## src/rtl/instruction_queue.sv

```systemverilog
// Circular instruction FIFO between fetch and decode. The head entry is presented
// fall-through; pops on Dec_flag, flushes on ROB_clear, holds everything while rdy_in is low.
module instruction_queue #(
  parameter int ADDR_W = 4
) (
  input  logic        clk_in,
  input  logic        rst_n,
  input  logic        rdy_in,
  input  logic        IF_flag,
  input  logic [31:0] IF_inst,
  input  logic [31:0] IF_PC,
  input  logic [31:0] IF_BTB_PC,
  input  logic        IF_BTB_predict,
  output logic        IQ_full,
  output logic        IQ_flag,
  output logic [31:0] IQ_inst,
  output logic [31:0] IQ_PC,
  output logic [31:0] IQ_BTB_PC,
  output logic        IQ_BTB_predict,
  input  logic        Dec_flag,
  input  logic        ROB_clear
);
  localparam int DEPTH = 1 << ADDR_W;
  localparam logic [ADDR_W:0] CNT_MAX  = (ADDR_W+1)'(DEPTH);
  localparam logic [ADDR_W:0] CNT_FULL = (ADDR_W+1)'(DEPTH - 1);

  typedef struct packed {
    logic [31:0] inst;
    logic [31:0] pc;
    logic [31:0] btb_pc;
    logic        btb_predict;
  } iq_entry_t;

  iq_entry_t         mem [DEPTH];
  iq_entry_t         head_ent;
  logic [ADDR_W-1:0] head, tail;
  logic [ADDR_W:0]   count;
  logic              flush, push, pop;

  // Flush outranks any same-cycle push/pop; rdy_in low freezes all state.
  assign flush = rdy_in && ROB_clear;
  assign push  = rdy_in && !ROB_clear && IF_flag && (count < CNT_MAX);
  assign pop   = rdy_in && !ROB_clear && Dec_flag && (count != '0);

  always_ff @(posedge clk_in) begin
    if (push) mem[tail] <= '{inst: IF_inst, pc: IF_PC, btb_pc: IF_BTB_PC,
                             btb_predict: IF_BTB_predict};
  end

  always_ff @(posedge clk_in or negedge rst_n) begin
    if (!rst_n) begin
      head  <= '0;
      tail  <= '0;
      count <= '0;
    end else if (flush) begin
      head  <= '0;
      tail  <= '0;
      count <= '0;
    end else begin
      if (push) tail <= tail + 1'b1;
      if (pop)  head <= head + 1'b1;
      case ({push, pop})
        2'b10:   count <= count + 1'b1;
        2'b01:   count <= count - 1'b1;
        default: count <= count;
      endcase
    end
  end

  // Full is raised one slot early so a push already in flight still fits.
  assign head_ent       = mem[head];
  assign IQ_full        = (count >= CNT_FULL);
  assign IQ_flag        = rdy_in && (count != '0);
  assign IQ_inst        = head_ent.inst;
  assign IQ_PC          = head_ent.pc;
  assign IQ_BTB_PC      = head_ent.btb_pc;
  assign IQ_BTB_predict = head_ent.btb_predict;
endmodule

```

## config.mk

```make
export PLATFORM = sky130hd
export DESIGN_NAME = instruction_queue
export DESIGN_NICKNAME = d
export VERILOG_FILES = /design/src/rtl/instruction_queue.sv
export SDC_FILE = /design/constraint.sdc
export NUM_CORES = 1
export LEC_CHECK = 0
export CAP_MARGIN = 20
export CORE_MARGIN = 5
export CORE_UTILIZATION = 55
export CTS_BUF_LIST = sky130_fd_sc_hd__clkbuf_8
export CTS_CLUSTER_SIZE = 16
export DETAILED_ROUTE_END_ITERATION = 8
export MAX_ROUTING_LAYER = met4
export PLACE_DENSITY = 0.73
export SETUP_SLACK_MARGIN = 0.5
export SYNTH_ARGS = -nofsm -noshare
export SYNTH_HDL_FRONTEND = slang
export SYNTH_SLANG_ARGS = --single-unit
```

## constraint.sdc

```tcl
create_clock -name clk_in -period 11.1 [get_ports clk_in]
set_clock_uncertainty 0.2 [all_clocks]
set_input_delay 1.11 -clock clk_in [delete_from_list [all_inputs] [get_ports clk_in]]
set_output_delay 1.11 -clock clk_in [all_outputs]
set_load 0.005 [all_outputs]
```

# == Word-level counts from Yosys, hierarchy flattened ==
# Memory sizes are Yosys's and may differ from the RTL's.
# Cells that the tools add are included.
# Widths: inputs -> output; s select.
# totals
mem_bits_rw,1552
wordCells,32
mem_count,1
in_bits,103
reg_bits,13
out_inout_bits,99
# classes
n_mux,8
n_addsub,4
reduce_logical,12
order_cmp,2
n_eq_ne,2
# memory_table
name,depth,word_bits,read_ports,rd_clocked_by_memory_dff,write_ports,line_no,source
mem,16,97,1,0,1,34,iq_entry_t mem [DEPTH];
# op_table
op,count
$mux 4,4
$pmux 5 s2,1
$add 4x1->4 const B,2
$logic_and 1x1->1,7
$add 5x1->5 const B,1
$ge 5x4->1 const B,1
$lt 5x5->1 const B,1
$mux 5,1
$reduce_bool 5->1,1
$sub 5x1->5 const B,1
$reduce_bool 2->1,2
$reduce_bool 3->1,1
$eq 2x1->1 const B,1
$eq 2x2->1 const B,1
$mux 1,2
$logic_not 1->1,1

# == Logic depth before layout (Yosys ltp) ==
# Gate-level depths: netlist of the first run.
# logic_depth
word_depth,7
ltp_mapped,10
depth_no_buf,9

# == Worst setup path before layout of the first run ==
# OpenSTA, ideal clock, no wires.
# synth_path
kind,input to register
startpoint,input port IF_flag
endpoint,"memory mem[4][0] in the netlist's numbering, enable pin"
required_time_ps,10229
arrival_time_ps,8438
setup_ps,671
slack_ps,1791
n_path_buf,0
stages,4
path_cell_list,nand2b_1 nor3b_2 nand2_1 nor3_1
# synth_between
elab_chain_len,4
# synth_lines
item,line_no,source
"start, declared",9,"input logic IF_flag,"
$logic_and 1x1->1 (2 in series),42,assign push = rdy_in && !ROB_clear && IF_flag && (count < CNT_MAX);
$mux 1,46,"if (push) mem[tail] <= '{inst: IF_inst, pc: IF_PC, btb_pc: IF_BTB_PC,"
$mux 1 (not written as such),46,
"end, declared",34,
# Every way passes these cells.

# == Final worst setup path of the first run ==
# layout_path
startpoint,register head[0]
endpoint,output port IQ_BTB_PC[28]
# layout_between
elab_chain_len,1
# layout_lines
item,line_no,source
"start, declared",36,"logic [ADDR_W-1:0] head, tail;"
"start signal, assigned",61,if (pop) head <= head + 1'b1;
$mem_v2 16x97,n/a,
"end, declared",18,"output logic [31:0] IQ_BTB_PC,"
# Every way passes these cells.

==> out/qor.yml, run 1 <==
cp.buffers_inverters: 3
r2r_slack_ns: 6.39
grt_max_degree: 184
syn_inst: 2262
critPathLaunch: "head[0]"
cp_slowest_cell: "dfrtp_4"
drv_slew: 0
core_area_um2: 106900
cp-endpoint: "IQ_BTB_PC[28]"
min_path_type: "register to register"
hold_ws_ns: 0.4155
cts-resized-gates: 0
fin_util_pct: 62.76
synth.yosys.seq_area_share_pct: 79.46
p_leak_nw: 20.43
dpl.hpwl_um: 63180
path_class: "register to primary output"
cts_tree: "yes"
track_usage_pct: 23.21
r2r-end: "mem[15][37]"
start_util_pct: 55.25
htreeDepth: 4
area_growth_pct: 13.59
cts_made_buffers: 232
cts.clk_slew.worst_paths_ns: 0.06
p_per_area_nw_per_um2: 179.3
critPathRequiredTime_ns: 9.79
async_flop_share_pct: 0.8307
antenna_found_initial: 15
critPathMaxFanout: 111
fin_crit_sh_pct: 57.75
cp-start-kind: "register"
fin_setup_tns_ns: 0
critPathMostFrequentCell: "mux4_2"
synth_area_um2: 59060
overflow: 0
period_minus_slack_ns: 6.410
dr.pass1.iters: 5
dr_total_vias: 26000
drtIter0Drc: 2598
cap_viol_max_count: 0
dp_cells: 3801
fmax_ghz: 0.1560
post-route-drc-count: 0
root_buffer: "clkbuf_8"
port_buffers: 201
synth.distinct_cells: 38
arrival_ns: 5.10
r2r_cells: 6
fp.dieW_um: 337.7
finalPower_mw: 12.03
cp.depth: 5
tightestPinTransition_ns: 1.282
dp_slack_ns: 5.271
holdBufCountCts: 0
grt_pass1_wl_um: 185600
clock-sinks: 1565
hold_viol: 0
yosysWarnings: 0
worstSetupEndpointType: "primary output"
place_congestion: 0.7343
ir_drop_mv: 0.1055
design_area_um2: 67090
outcome: "finished clean"
synth-edff-count: 1552
routed_wl_um: 125800
layout-drive-gt1-share_pct: 30.17
final_cell_mix: "edfxtp_1, mux4_2, clkbuf_8"
post_cts_buffers: 0
finalWorstSetupSlack_ns: 4.690
path_delay_family: "buffers and inverters"
synth_area_per_cell_um2: 26.11
row_count: 120
synth_seq_cells: 1565
cpPeakStageDelay_ns: 0.92
setup_viol: 0
synthFlopType: "edfxtp_1"
r2r-start: "count[4]"
post_dp_cell_area_um2: 62770
syn_nets: 2372
die_h_um: 337.7
via_per_inst: 6.124
cts_buffer_depth: 3
layout_commonest_cell: "edfxtp_1"
final_nets: 2743
final_cells: 4245
rsz0062_at_grt: "false"
postRouteAntennaNets: 0
crit_chain: "buf_12, buf_4, mux4_2, mux4_2, clkdlybuf4s50_1"
clock_latency_ns: 0.87
wl_per_cell_um: 29.64
dieArea_um2: 114000
pin_count: 202
slew_headroom_pct: 14.54
grt_pass1_vias: 27840
state kept, by name, summed over array words and instances (netlist names):
name	count
mem	1552
count	5
head	4
tail	4
layer usage:
metal | part of all wire, % | wire [um] | GRT usage, %
met3 | 7.4 | 9305 | 4.918
met4 | 1.5 | 1924 | 5.343
met1 | 40 | 49810 | 31.24
met5 | 0 | 0 | -
met2 | 51 | 64790 | 37.55
worst min-delay path by stage:
stage                        start  cells after the start       end
after floorplan           count[1]                      2  count[1]
after detailed placement   tail[1]                      2   tail[1]
after global placement     tail[1]                      2   tail[1]
after CTS                    rst_n                      1   head[0]
final                      tail[1]                      2   tail[1]
after global routing         rst_n                      1   head[0]
worst min-delay path, delay by kind of cell, from the launching register on:
| kind | cells | cell delay [ns] |
|---|---|---|
| mux | 1 | 0.10 |
| simple gates | 1 | 0.08 |
| flops | 1 | 0.41 |
cells in the mapped netlist, types with 2 or more instances:
| cell | number | area [um^2] |
|---|---|---|
| o21ai_1 | 4 | 20.02 |
| nor2b_1 | 2 | 12.51 |
| ha_1 | 7 | 87.58 |
| dfrtp_1 | 13 | 325.3 |
| a21o_1 | 2 | 15.01 |
| nor3_1 | 4 | 20.02 |
| a21oi_1 | 5 | 25.02 |
| xor2_1 | 5 | 43.79 |
| inv_1 | 8 | 30.03 |
| buf_6 | 12 | 135.1 |
| mux4_2 | 485 | 10920 |
| buf_2 | 31 | 155.2 |
| nand2b_1 | 3 | 18.77 |
| xnor2_1 | 3 | 26.28 |
| nand2_1 | 10 | 37.54 |
| nor2_1 | 13 | 48.80 |
| nand3_1 | 4 | 20.02 |
| nand4_1 | 2 | 12.51 |
| buf_1 | 7 | 26.28 |
| edfxtp_1 | 1552 | 46600 |
| o31ai_1 | 2 | 15.01 |
| and2_1 | 10 | 62.56 |
| clkbuf_1 | 61 | 229.0 |
| o21ai_0 | 3 | 15.01 |
layout make-up:
cell class / count / area [um^2]
tap: 1403 / 1755
fill: 6939 / 39810
sequential: 1565 / 46950
multi-input combinational: 577 / 11620
timing repair buffer: 249 / 2450
clock inverter: 188 / 950.9
antenna: 15 / 37.54
clock buffer: 240 / 3303
inverter: 8 / 30.03
where the power goes:
| group | internal [mW] | switching (mW) |
|---|---|---|
| Sequential | 6.53 | 0.0401 |
| Clock | 2.09 | 2.14 |
| Combinational | 0.698 | 0.528 |
| Total | 9.32 | 2.71 |
cell families after synthesis:
group / after synthesis / synth area share, %
simple gates: 55 / 0.5190
buf+inv: 120 / 0.9872
mux: 486 / 18.51
xor+xnor: 8 / 0.1186
compound gates: 21 / 0.2584
fa+ha+maj: 7 / 0.1483
flops: 1565 / 79.46
Power figures use the tool's default switching activity.
==> inputs of run 2 (changes only) <==
--- a/config.mk
+++ b/config.mk
@@ -12,7 +12,7 @@
 export CTS_CLUSTER_SIZE = 16
 export DETAILED_ROUTE_END_ITERATION = 8
 export MAX_ROUTING_LAYER = met4
-export PLACE_DENSITY = 0.73
+export PLACE_DENSITY = 0.76
 export SETUP_SLACK_MARGIN = 0.5
 export SYNTH_ARGS = -nofsm -noshare
 export SYNTH_HDL_FRONTEND = slang
==> constraint.sdc (replaced) <==
create_clock -name clk_in -period 5.81 [get_ports clk_in]
set_clock_uncertainty 0.2 [all_clocks]
set_input_delay 0.581 -clock clk_in [delete_from_list [all_inputs] [get_ports clk_in]]
set_output_delay 0.581 -clock clk_in [all_outputs]
set_load 0.005 [all_outputs]
==> out/qor.yml, run 2 (synthesized netlist as in run 1, its figures left out) <==
outcome: "finished clean"
critPathMostFrequentCell: "mux4_2"
hold_viol: 0  # unchanged
final_cell_mix: "edfxtp_1, mux4_2, clkbuf_8"
arrival_ns: 3.96  # -1.14 ns
comb_power_share_pct: 10.5  # +0.3 points
row_count: 120  # unchanged
cpPeakStageDelay_ns: 1.01  # +0.09 ns
start_util_pct: 55.25  # unchanged
grt_pass1_vias: 27770  # -0.25%
cp.buffers_inverters: 2  # -1
antenna_found_initial: 13  # -2
p_int_mw: 17.93  # +92%
reg_top3: "mem: 1552 flops, count: 5 flops"
port_buffers: 201  # unchanged
via_per_inst: 6.156  # +0.51%
fin_crit_sh_pct: 81.67
cts_made_buffers: 228  # -1.7%
cp.depth: 4  # -1
cp-endpoint: "IQ_PC[26]"
layout-drive-gt1-share_pct: 30.57  # +0.40 points
postRouteAntennaNets: 0  # unchanged
cp-start-kind: "register"
p_per_area_nw_per_um2: 342.9  # +91%
cts.clk_slew.worst_paths_ns: 0.06  # about the same
cts_tree: "yes"
p_seq_share_pct: 54.2  # -0.4 points
r2r_slack_ns: 2.09  # -4.30 ns
routed_wl_um: 124200  # -1.3%
r2r-end: "mem[1][80]"
clock-sinks: 1565  # unchanged
min_path_type: "input pin to register"
drtIter0Drc: 2917  # +12%
critPathRequiredTime_ns: 5.03  # -4.76 ns
path_delay_family: "multiplexers"
critPathMaxFanout: 40  # -64%
core_area_um2: 106900  # unchanged
tightestPinTransition_ns: 1.115  # -0.1672 ns
path_class: "register to primary output"
final_nets: 2757  # +0.51%
top_register: "mem"
grt_pass1_wl_um: 183900  # -0.88%
area_growth_pct: 14.48
root_buffer: "clkbuf_8"
period_minus_slack_ns: 4.745
layout_commonest_cell: "edfxtp_1"
post-route-drc-count: 0  # unchanged
fin_setup_tns_ns: 0  # unchanged
cts_buffer_depth: 3  # unchanged
fp.dieW_um: 337.7  # unchanged
worstSetupEndpointType: "primary output"
critPathLaunch: "head[0]"
dpl.hpwl_um: 66550  # +5.3%
ir_drop_mv: 0.2270  # +120%
setup_viol: 0  # unchanged
grt_max_degree: 83  # -55%
die_h_um: 337.7  # unchanged
fmax_ghz: 0.2107
power_frac_clock_pct: 35.3  # about the same
r2r_cells: 5  # -1
htreeDepth: 4  # unchanged
crit_chain: "buf_12, mux4_2, mux4_2, clkdlybuf4s50_1"
r2r-start: "count[4]"
clock_latency_ns: 0.87  # about the same
place_congestion: 0.8037  # +9.5%
slew_headroom_pct: 25.69  # +11 points
p_sw_mw: 5.258  # +94%
p_leak_nw: 20.56  # +0.63%
cap_viol_max_count: 0  # unchanged
cp_slowest_cell: "dfrtp_4"
dr_total_vias: 26220  # +0.87%
overflow: 0  # unchanged
rsz0062_at_grt: "false"
pin_count: 202  # unchanged
p_sw_share_pct: 22.68  # +0.17 points
wl_per_cell_um: 29.15  # -1.7%
finalPower_mw: 23.19  # +93%
largest_reg_flops: 1552  # unchanged
dr.pass1.iters: 5  # unchanged
drv_slew: 0  # unchanged
track_usage_pct: 22.97  # -0.25 points
dieArea_um2: 114000  # unchanged
[run 2: cell types whose count changed in the layout (fill, tap and decap cells not counted), moves of 2 or more]
cell / change
nor3_2: -4
buf_12: +30
bufinv_16: +5
buf_4: -11
diode_2: -4
inv_1: -12
nor3_4: +4
inv_6: -3
clkinv_2: +6
inv_8: +3
buf_16: -2
clkbuf_8: -12
clkinv_1: +13
[run 2: power groups by stage]
| stage | clock, mW | sequential (mW) | combinational (mW) |
|---|---|---|---|
| after detailed placement | 0 | 12.8 | 2.48 |
| after global placement | 0 | 12.8 | 2.42 |
| after CTS | 8.37 | 12.6 | 2.49 |
| after global routing | 8.94 | 12.6 | 2.61 |
| final | 8.19 | 12.6 | 2.43 |
| after floorplan | 0 | 12.7 | 1.63 |
[run 2: how the worst min path moves through the flow]
stage | startpoint | endpoint | slack, ns | cells past startpoint
final | Dec_flag | count[4] | 0.24 | 4
after global routing | Dec_flag | count[4] | 0.22 | 4
after CTS | Dec_flag | count[4] | 0.13 | 4
after detailed placement | tail[1] | tail[1] | 0.41 | 2
after global placement | count[1] | count[1] | 0.38 | 2
after floorplan | rst_n | count[0] | 0.09 | 0
[run 2: layer usage]
layer | share of wire, % | vias up | global-route usage, %
met5 | 0 | - | -
met4 | 1.7 | 0 | 5.263
met3 | 8.6 | 175 | 4.712
met2 | 50 | 1214 | 35.56
met1 | 40 | 14060 | 32.56
li1 | - | 10770 | -
[run 2: layout make-up]
class | count | area [um^2]
inverter | 8 | 30.03
tap | 1403 | 1755
fill | 6762 | 39290
clock inverter | 201 | 1150
sequential | 1565 | 46950
multi-input combinational | 577 | 11640
antenna | 11 | 27.53
timing repair buffer | 267 | 2923
clock buffer | 228 | 3138
[run 2: what timing repair did]
item | in CTS | in global routing
hold buffers | 1 | 0
hold endpoints to repair | 13 | 0
resized for setup | 0 | 0
buffers inserted | 0 | 0
[run 2: per-stage QoR]
| stage | hold slack (ns) | setup WS (ns) | std cells | util [%] | instance area (um^2) |
|---|---|---|---|---|---|
| 2_1_floorplan | 0.08541 | -0.3737 | 2262 | - | 59090 |
| 3_3_place_gp | 0.3824 | 1.646 | 3819 | 59.20 | 63290 |
| 3_5_place_dp | 0.4095 | 1.556 | 3819 | 59.20 | 63290 |
| 4_1_cts | 0.1306 | 0.8750 | 4249 | 63.22 | 67590 |
| 5_1_grt | 0.2186 | 0.8201 | 4257 | 63.24 | 67610 |
| 6_report | 0.2380 | 1.065 | 4260 | 63.25 | 67610 |
[run 2: worst register-to-register path, cell delays in order, from the launching register on]
cell	delay (ns)
dfrtp_1	0.46
nand2b_1	0.21
nor3b_2	0.64
nor3b_1	0.52
and2_4	0.93
buf_4	0.44
==> inputs of run 3 (changes only) <==
--- a/config.mk
+++ b/config.mk
@@ -12,7 +12,7 @@
 export CTS_CLUSTER_SIZE = 16
 export DETAILED_ROUTE_END_ITERATION = 8
 export MAX_ROUTING_LAYER = met4
-export PLACE_DENSITY = 0.76
+export PLACE_DENSITY = 0.73
 export SETUP_SLACK_MARGIN = 0.5
 export SYNTH_ARGS = -nofsm -noshare
 export SYNTH_HDL_FRONTEND = slang
==> constraint.sdc (replaced) <==
create_clock -name clk_in -period 4.9 [get_ports clk_in]
set_clock_uncertainty 0.2 [all_clocks]
set_input_delay 0.49 -clock clk_in [delete_from_list [all_inputs] [get_ports clk_in]]
set_output_delay 0.49 -clock clk_in [all_outputs]
set_load 0.005 [all_outputs]
==> out/qor.yml, run 3 (synthesized netlist as in run 1, its figures left out) <==
critPathRequiredTime_ns: 4.21  # -0.82 ns
p_sw_share_pct: 22.26  # -0.41 points
cts_tree: "yes"
fin_setup_tns_ns: 0  # unchanged
drv_slew: 0  # unchanged
design_area_um2: 67740  # +0.19%
fp.dieW_um: 337.7  # unchanged
min_path_cells: 4  # unchanged
dpl.hpwl_um: 65840  # -1.1%
cap_viol_max_count: 0  # unchanged
tightestPinTransition_ns: 0.7634  # -0.3512 ns
p_leak_nw: 20.63  # +0.33%
multi_input_area_um2: 11640  # unchanged
arrival_ns: 3.60  # -0.36 ns
die_h_um: 337.7  # unchanged
layout-drive-gt1-share_pct: 30.30  # -0.27 points
period_minus_slack_ns: 4.294
rsz0062_at_grt: "true"
hold_viol: 0  # unchanged
slew_headroom_pct: 48.98  # +23 points
post_dp_cell_area_um2: 63470  # +0.28%
regArea_um2: 46950  # unchanged
grt_max_degree: 82  # -1.2%
clock-sinks: 1565  # unchanged
p_per_area_nw_per_um2: 399.1  # +16%
overflow: 0  # unchanged
ir_drop_mv: 0.2171  # -4.3%
p_int_mw: 21.02  # +17%
worstSetupEndpointType: "primary output"
dieArea_um2: 114000  # unchanged
path_class: "register to primary output"
start_util_pct: 55.25  # unchanged
final_nets: 2775  # +0.65%
top_register: "mem"
hold_ws_ns: 0.1076  # -0.1304 ns
postRouteAntennaNets: 0  # unchanged
outcome: "finished clean"
largest_reg_flops: 1552  # unchanged
cts.clk_slew.worst_paths_ns: 0.06  # about the same
routed_wl_um: 126500  # +1.9%
clock_latency_ns: 0.89  # +0.02 ns
reg_top3: "mem: 1552 flops, count: 5 flops"
antenna_found_initial: 13  # unchanged
post-route-drc-count: 0  # unchanged
layout_commonest_cell: "edfxtp_1"
core_area_um2: 106900  # unchanged
grt_pass1_wl_um: 185900  # +1.0%
min_path_type: "input pin to register"
dr_total_vias: 26320  # +0.39%
wl_per_cell_um: 29.76  # +2.1%
cts_buffer_depth: 3  # unchanged
area_growth_pct: 14.69
root_buffer: "clkbuf_8"
row_count: 120  # unchanged
htreeDepth: 4  # unchanged
dr.pass1.iters: 7  # +2
pin_count: 202  # unchanged
via_per_inst: 6.192  # +0.60%
fin_crit_sh_pct: 87.63
track_usage_pct: 23.34  # +0.38 points
power_frac_clock_pct: 34.2  # -1.1 points
critPathMaxFanout: 60  # +50%
fmax_ghz: 0.2329
p_sw_mw: 6.019  # +14%
grt_pass1_vias: 27950  # +0.65%
cp-start-kind: "register"
place_congestion: 0.7723  # -3.9%
drtIter0Drc: 3055  # +4.7%
port_buffers: 201  # unchanged
nFillCells: 6838  # +1.1%
r2r_cells: 6  # +1
p_seq_share_pct: 54.9  # +0.7 points
dp_slack_ns: 1.246  # -0.3099 ns
comb_power_share_pct: 11.0  # +0.5 points
final_cell_mix: "edfxtp_1, mux4_2, clkbuf_8"
finalWorstSetupSlack_ns: 0.6063  # -0.4586 ns
setup_viol: 0  # unchanged
cts_made_buffers: 229  # +0.44%
## run 3: final cells by class
cell class | count | area share (%)
flip-flops and latches | 1565 | 69.30
multi-input cells | 577 | 17.19
repair buffers | 284 | 4.880
clock buffers | 230 | 4.673
well taps | 1403 | 2.591
clock inverters | 171 | 1.271
diodes | 13 | 0.04802
inverters | 8 | 0.04433
## run 3: through the flow
step	instances	power, mW	util, %
2_1_floorplan	2262	17.04	-
3_3_place_gp	3826	17.97	59.37
3_5_place_dp	3826	18.03	59.37
4_1_cts	4234	27.23	63.20
5_1_grt	4251	28.14	63.37
6_report	4251	27.04	63.37
## run 3: worst paths after layout
kind / to / startpoint / slack, ns
setup / recovery: IQ_BTB_PC[16] / head[0] / 0.61
hold / removal: count[4] / Dec_flag / 0.11
setup reg to reg: mem[0][53] / count[4] / 1.73
hold reg to reg: count[3] / count[3] / 0.43
max in group asynchronous: head[1] / rst_n / 3.64
min in group asynchronous: count[1] / rst_n / 0.35
## run 3: power by group through the flow
stage / clock (mW) / sequential [mW] / combinational [mW]
global placement: 0 / 15.1 / 2.83
finish: 9.24 / 14.8 / 2.96
floorplan: 0 / 15.1 / 1.94
CTS: 9.44 / 14.8 / 2.96
global route: 10.1 / 14.8 / 3.19
detailed placement: 0 / 15.1 / 2.89
## run 3: repair_timing
item,4_1_cts,5_1_grt
endpoints found under the setup margin,74,46
hold endpoints to repair,13,0
gates resized for setup,1,8
hold buffers,1,0
gates cloned,0,3
buffers inserted,6,1
## run 3: worst max-delay path, stage by stage (launching register included)
cell             delay [ns]
dfrtp_4                0.44
buf_4                  0.17
buf_16                 0.35
mux4_2                 0.59
mux4_2                 0.56
clkdlybuf4s50_1        0.49
## run 3: routing by layer
layer  track usage [%]  wire length, um
met1             32.46            50520
met5                 -                0
met4             5.228             1854
met2             36.67            63500
met3             5.016            10650
